===== config.mk =====
export PLATFORM = sky130hd
export DESIGN_NAME = level_selector
export DESIGN_NICKNAME = d
export VERILOG_FILES = /design/src/rtl/level_selector.sv
export SDC_FILE = /design/constraint.sdc
export NUM_CORES = 1
export LEC_CHECK = 0
export ABC_AREA = 1
export CORE_MARGIN = 3
export CORE_UTILIZATION = 40
export CTS_BUF_LIST = sky130_fd_sc_hd__clkbuf_4 sky130_fd_sc_hd__clkbuf_8
export CTS_CLUSTER_SIZE = 10
export DETAILED_ROUTE_END_ITERATION = 10
export GPL_ROUTABILITY_DRIVEN = 0
export GPL_TIMING_DRIVEN = 0
export PLACE_DENSITY_LB_ADDON = 0.15
export SYNTH_ARGS = -nofsm -noshare
export SYNTH_HDL_FRONTEND = slang
export SYNTH_SLANG_ARGS = --single-unit

===== constraint.sdc =====
create_clock -name clock -period 1.2 [get_ports clock]
set_input_delay 0.12 -clock clock [delete_from_list [all_inputs] [get_ports clock]]
set_output_delay 0.12 -clock clock [all_outputs]
set_load 0.02 [all_outputs]

===== src/rtl/level_selector.sv =====
// level_selector
//
// Picks a game level from the signs of N_LEV lever channels and locks it once
// the derived code has held steady for STABLE_CYCLES consecutive clock edges.
// The locked level is kept until game_over is seen. A new selection needs
// another start_game.
//
// Ports
//   clock        system clock; all state changes happen on its rising edge
//   reset        asynchronous, active-high; returns to IDLE and clears level
//   levers       N_LEV signed samples, channel i at [i*DATA_W +: DATA_W]
//   start_game   level-sensitive request to begin a selection (used in IDLE only)
//   game_over    releases the lock or abandons a selection in progress
//   level        locked level code, registered; channel 0 drives the MSB
//   level_valid  high only while LOCKED
//   busy         high only while SETTLE
//
// Optional feature
//   LEVEL_DEADZONE_EN  when defined, a channel whose magnitude is below
//                      DEADZONE counts as ambiguous. An ambiguous sample
//                      clears the stability counter and stops a lock. When the
//                      macro is not defined, only the sign bits are used.

module level_selector #(
  parameter int N_LEV         = 2,
  parameter int DATA_W        = 16,
  parameter int STABLE_CYCLES = 1024,
  parameter int DEADZONE      = 2048
) (
  input  logic                      clock,
  input  logic                      reset,
  input  logic [N_LEV*DATA_W-1:0]   levers,
  input  logic                      start_game,
  input  logic                      game_over,
  output logic [N_LEV-1:0]          level,
  output logic                      level_valid,
  output logic                      busy
);

  localparam int CNT_W = $clog2(STABLE_CYCLES + 1);
  localparam logic [CNT_W-1:0] CNT_ONE = CNT_W'(1);
  localparam logic [CNT_W-1:0] CNT_TOP = CNT_W'(STABLE_CYCLES);

  typedef enum logic [1:0] {
    IDLE   = 2'd0,
    SETTLE = 2'd1,
    LOCKED = 2'd2
  } state_t;

  state_t             state;
  state_t             state_next;
  logic [N_LEV-1:0]   ref_code;
  logic [N_LEV-1:0]   ref_next;
  logic [N_LEV-1:0]   level_next;
  logic [N_LEV-1:0]   candidate;
  logic [CNT_W-1:0]   cnt;
  logic [CNT_W-1:0]   cnt_next;
  logic               ambiguous;

  // Candidate code: a non-negative channel sets its bit. Channel 0 maps to the MSB.
  for (genvar gi = 0; gi < N_LEV; gi++) begin : g_cand
    assign candidate[N_LEV-1-gi] = ~levers[gi*DATA_W + DATA_W - 1];
  end

`ifdef LEVEL_DEADZONE_EN
  localparam logic [DATA_W:0] DZ = (DATA_W+1)'(DEADZONE);
  logic [N_LEV-1:0] amb_bits;

  // The magnitude uses one extra bit, so the most negative sample
  // (e.g. -32768) gives its true size instead of wrapping back to itself.
  for (genvar gi = 0; gi < N_LEV; gi++) begin : g_dz
    logic [DATA_W:0] ext;
    logic [DATA_W:0] mag;
    assign ext          = {levers[gi*DATA_W + DATA_W - 1], levers[gi*DATA_W +: DATA_W]};
    assign mag          = ext[DATA_W] ? (~ext + 1'b1) : ext;
    assign amb_bits[gi] = (mag < DZ);
  end
  assign ambiguous = |amb_bits;
`else
  // Only the sign bits are used. The lower sample bits and DEADZONE go into a
  // sink net so they do not show up as dangling.
  logic unused_bits;
  assign unused_bits = ^{levers, (DEADZONE > 0)};
  assign ambiguous   = 1'b0;
`endif

  // State and datapath registers
  always_ff @(posedge clock or posedge reset) begin
    if (reset) begin
      state    <= IDLE;
      ref_code <= '0;
      cnt      <= '0;
      level    <= '0;
    end else begin
      state    <= state_next;
      ref_code <= ref_next;
      cnt      <= cnt_next;
      level    <= level_next;
    end
  end

  // Next-state and datapath update
  always_comb begin
    state_next = state;
    ref_next   = ref_code;
    cnt_next   = cnt;
    level_next = level;
    case (state)
      IDLE: begin
        if (start_game) begin
          state_next = SETTLE;
          ref_next   = candidate;
          cnt_next   = ambiguous ? '0 : CNT_ONE;
        end
      end
      SETTLE: begin
        // game_over wins over every other action taken in SETTLE
        if (game_over) begin
          state_next = IDLE;
        end else if (ambiguous) begin
          cnt_next = '0;
        end else if (candidate != ref_code) begin
          ref_next = candidate;
          cnt_next = CNT_ONE;
        end else if (cnt == CNT_TOP) begin
          level_next = ref_code;
          state_next = LOCKED;
        end else begin
          // The counter stays below CNT_TOP here, so it cannot wrap.
          cnt_next = cnt + CNT_ONE;
        end
      end
      LOCKED: begin
        if (game_over) begin
          state_next = IDLE;
        end
      end
      default: state_next = IDLE;
    endcase
  end

  // Status outputs
  always_comb begin
    busy        = (state == SETTLE);
    level_valid = (state == LOCKED);
  end

endmodule


==> Word-level counts from Yosys, hierarchy flattened <==
Index checks and enable logic that the tools add are counted.
{ "totals": {"regBits": 17} }
{ "classes": {"eq_ne": 11, "n_addsub": 1, "bitwise": 4, "reduce_logical": 6, "muxes": 15} }
{ "ops": {"columns": ["cell", "count"], "rows": [
  ["11-bit 2-to-1 mux", 4],
  ["11-bit case mux with 2 select lines", 1],
  ["2-bit 2-to-1 mux", 8],
  ["4-bit AND reduction", 4],
  ["11-bit by 1-bit adder with 11-bit output, second input constant", 1],
  ["11-bit == test, second input constant", 1],
  ["2-bit != test, second input constant", 3],
  ["3-bit != test, second input constant", 2],
  ["2-bit case mux with 3 select lines", 1],
  ["1-bit NOT", 4],
  ["2-bit case mux with 2 select lines", 1],
  ["3-bit by 2-bit != test with 1-bit output, second input constant", 1],
  ["2-bit by 1-bit == test with 1-bit output, second input constant", 1],
  ["2-bit == test, second input constant", 1],
  ["2-bit logical NOT", 1],
  ["2-bit by 1-bit != test with 1-bit output, second input constant", 1],
  ["2-bit != test", 1],
  ["2-bit nonzero test", 1]
]} }

==> Longest topological paths before layout <==
Gate-level depths: netlist of run 1.
{ "depth": {"depth_word": 5, "depth_mapped": 9, "ltp_nobuf": 9} }

==> Worst setup path after synthesis of run 1 <==
Ideal clock, no wire load.
{ "synth_timing": {"path_type": "register -> register", "start": "register cnt[0]", "end": "register level[0]", "period_less_slack_ns": 1.357, "t_required_ns": 1.083, "t_arrival_ns": 1.240, "setup_ns": 0.117, "path_slack_ns": -0.157, "path_stages_with_launch": 10, "path_buffers": 0, "path_cell_list": "dfrtp_1 > inv_1 > ha_1 > nand2_1 > nor3_2 > nand2_4 > nor2_4 > nand2_1 > nand2_1 > nand2_1"} }
{ "synth_via": {"elab_chain_len": 2} }
{ "synth_lines": {"columns": ["item", "line_no", "text"], "rows": [
  ["start, declared", "56", "logic [CNT_W-1:0] cnt;"],
  ["start signal, assigned", "97", "cnt <= cnt_next;"],
  ["11-bit == test", "125", "end else if (cnt == CNT_TOP) begin"],
  ["4-bit AND reduction (no source line)", null, null],
  ["end signal, assigned", "98", "level <= level_next;"],
  ["end, declared", "35", "output logic [N_LEV-1:0] level,"]
]} }
No other way between the ends.
A chain may end at the register's enable or synchronous reset.

==> Worst setup path in the final report of run 1 <==
{ "layout_timing": {"start": "register cnt[1]", "end": "register level[1]"} }
Same word-level chain as after synthesis.

==> flow_summary.toml, run 1 <==
[status]
status = "finished, violations left"
violations = "setup timing"

[logic_synthesis]
synthTopCellsByCount = "62 x nand2_1, 17 x dfrtp_1, 17 x inv_1"
async_flop_share_pct = 100
synthFlopType = "dfrtp_1"
yosysMostFrequentCell = "nand2_1"
ys_seq_area_share_pct = 37.9
synth_edf_count = 0
synth.avg_cell_area_um2 = 7.30
syn_nets = 192
syn_inst = 154
synthesis.area_um2 = 1120
yosys_warnings = 0
synth.area.top_cells = "dfrtp_1 38%, nand2_1 21%, inv_1 5.7%"
synth_cell_types = 23
synth_top_area_share_pct = 37.9
post-synth-top-area-cell = "dfrtp_1"
synth_seq_cells = 17

[cts]
path_clk_slew_ns = 0.10
max-clock-path-buffers = 2
cts_tree = "built"
cts_made_buffers = 3
cts_root_buf = "clkbuf_4"
htreeDepth = 1
clock-sinks = 17
worstSkewPairLatency_ns = 0.30
holdBufCountCts = 0

[floorplanning]
placeableCoreArea_um2 = 2570
initial_core_util_pct = 43.8
num_rows = 18
dieWidth_um = 59
die-area_um2 = 3480
die_h_um = 59
ios = 40

[worst_setup_path]
critPathKind = "flip-flop to flip-flop"
critPathArrivalTime_ns = 1.61
cp-end-kind = "flip-flop"
worstPathRequired_ns = 1.40
cp-start-kind = "flip-flop"
path_max_fanout = 6
reg2reg_slack_ns = -0.21

[power_and_ir_drop]
ir_worst_vdd_mv = 1.32
leakage_nw = 0.742
p_sw_share_pct = 36.2
switchingPower_mw = 0.591
p_comb_share_pct = 39.5
pwr-share-seq_pct = 40.9
pwr-share-clk_pct = 19.5
internal_power_mw = 1.04
p_total_mw = 1.63
power_density_nw_per_um2 = 1100

[grt]
first_global_vias = 923
track_usage_pct = 16.2
grt_pass1_wl_um = 4200
grt_overflow = 0
grt_start_max_net_pins = 18
antenna_found_initial = 0

[timing]
finalSetupViolCount = 18
hold_viol = 0
setup_slack_ns = -0.208
tightest_slew_ns = 0.670
slew_violations = 0
slew_headroom_pct = 55.3
skew_ns = 0.00420
rsz0062_at_grt = "yes"
fin_crit_sh_pct = 117
layout_min_cycle_time_ns = 1.41
fmax_ghz = 0.710

[final_layout]
diodes = 0
layout.nets = 220
area.growth.synth_to_final_pct = 31.5
drive_gt1_share_pct = 31.5
final_cells = 211
utilization_pct = 57.6

[routing]
via_count = 1048
viasPerCell = 4.97
drt-initial-drc-count = 35
wirelength_um = 2460
wire_per_inst_um = 11.6
first_pass_iters = 5
antenna_left = 0
drc = 0

[placed_design]
dp.cells = 193
dp_hpwl_um = 1650
io_buffers = 9

[flow_run]
maxCapViolCount = 0

[worst_hold_path]
hold_path_class = "primary input to async pin"
[flip-flops by register name, summed over array words and instances (netlist names)]
| signal | flops |
|---|---|
| ref_code | 2 |
| cnt | 11 |
| level | 2 |
| state | 2 |
[layer usage]
layer | track usage (%) | vias to the layer above | wire, um
li1 | - | 541 | -
met1 | 21.8 | 477 | 1150
met2 | 24.9 | 23 | 1140
met3 | 3.92 | 7 | 124
met4 | 6.47 | 0 | 37
met5 | 0 | - | 0
[final cells by class]
class	instances	area, um^2
inverter	22	82.6
sequential	17	428
clock inverter	1	5.00
multi-input combinational	116	698
clock buffer	3	22.5
timing repair buffer	22	204
tap	30	37.5
fill	246	1090
[metrics by stage]
| stage | setup WS (ns) | setup TNS, ns | cell area, um^2 | hold slack, ns |
|---|---|---|---|---|
| floorplan | -0.150 | -1.96 | 1130 | 0.0461 |
| global placement | -0.343 | -4.99 | 1250 | 0.455 |
| detailed placement | -0.359 | -5.29 | 1250 | 0.459 |
| CTS | -0.274 | -3.66 | 1360 | 0.227 |
| global route | -0.327 | -4.54 | 1480 | 0.255 |
| finish | -0.208 | -2.59 | 1480 | 0.201 |
[final timing paths]
| path | startpoint | cells after the start | to |
|---|---|---|---|
| max in group asynchronous | reset | 2 | cnt[4]$_DFFE_PP0P_ |
| min reg2reg | level[0]$_DFFE_PP0P_ | 2 | level[0]$_DFFE_PP0P_ |
| min in group clock | levers[15] | 2 | ref_code[1]$_DFFE_PP0P_ |
| max reg2reg | cnt[1]$_DFFE_PP0P_ | 9 | level[1]$_DFFE_PP0P_ |
| max | cnt[1]$_DFFE_PP0P_ | 9 | level[1]$_DFFE_PP0P_ |
| min | reset | 2 | ref_code[1]$_DFFE_PP0P_ |
[cell usage in the layout (no fill, tap or decap)]
cell type	instances
nor3_1	2
o21ai_4	3
nor3_4	1
inv_2	7
nand2_1	57
buf_6	3
ha_4	1
nor3_2	1
nand3_4	1
dfrtp_2	2
nand2_2	5
nand3b_1	1
nand4_1	6
o21bai_1	1
o21ai_0	3
nand3_2	2
nor2_4	5
clkbuf_4	3
buf_4	11
inv_1	15
buf_12	1
xor2_1	3
dlygate4sd2_1	2
o21ai_1	2
nor2_2	5
clkdlybuf4s50_1	5
dfrtp_1	15
nand3_1	7
nand2_4	4
ha_2	1
nor2_1	5
clkinv_2	1
[cell families after synthesis]
family	share of synthesized area (%)
and+or+nand+nor	45.1
xor gates and xnor gates	2.34
DFF	37.9
AOI/OAI and AO/OA	5.12
adders and majority gates	2.23
buffers and inverters	7.35
[critical path: stages, from the launching register on]
cell,delay [ns]
dfrtp_1,0.39
inv_1,0.10
ha_4,0.15
nand2_4,0.04
nor3_4,0.14
nand2_4,0.12
nor2_4,0.17
nand2_2,0.08
nand2_1,0.06
nand2_1,0.05
[timing repair]
item / 4_1_cts / 5_1_grt
pin swaps: 16 / 15
cloned: 1 / 0
setup buffers: 7 / 6
gates resized for setup: 17 / 18
endpoints found under the setup margin: 21 / 19
[power groups by stage]
stage,clock (mW),combinational (mW),sequential (mW)
after floorplan,0,0.292,0.680
after global routing,0.350,0.716,0.680
after CTS,0.335,0.516,0.660
after detailed placement,0,0.380,0.698
final,0.319,0.644,0.668
after global placement,0,0.371,0.695
No activity file was read; power rests on OpenSTA's default activity.
==> run 2: changes to the inputs <==
--- a/config.mk
+++ b/config.mk
@@ -6,6 +6,7 @@
 export NUM_CORES = 1
 export LEC_CHECK = 0
 export ABC_AREA = 1
+export CAP_MARGIN = 20
 export CORE_MARGIN = 3
 export CORE_UTILIZATION = 40
 export CTS_BUF_LIST = sky130_fd_sc_hd__clkbuf_4 sky130_fd_sc_hd__clkbuf_8
==> results of run 2 <==
Final layout, timing and power as in run 1 (identical DEF).
==> run 3: changes to the inputs <==
--- a/config.mk
+++ b/config.mk
@@ -10,7 +10,6 @@
 export CORE_MARGIN = 3
 export CORE_UTILIZATION = 40
 export CTS_BUF_LIST = sky130_fd_sc_hd__clkbuf_4 sky130_fd_sc_hd__clkbuf_8
-export CTS_CLUSTER_SIZE = 10
 export DETAILED_ROUTE_END_ITERATION = 10
 export GPL_ROUTABILITY_DRIVEN = 0
 export GPL_TIMING_DRIVEN = 0
==> results of run 3 <==
Final layout, timing and power as in run 1 (identical DEF).
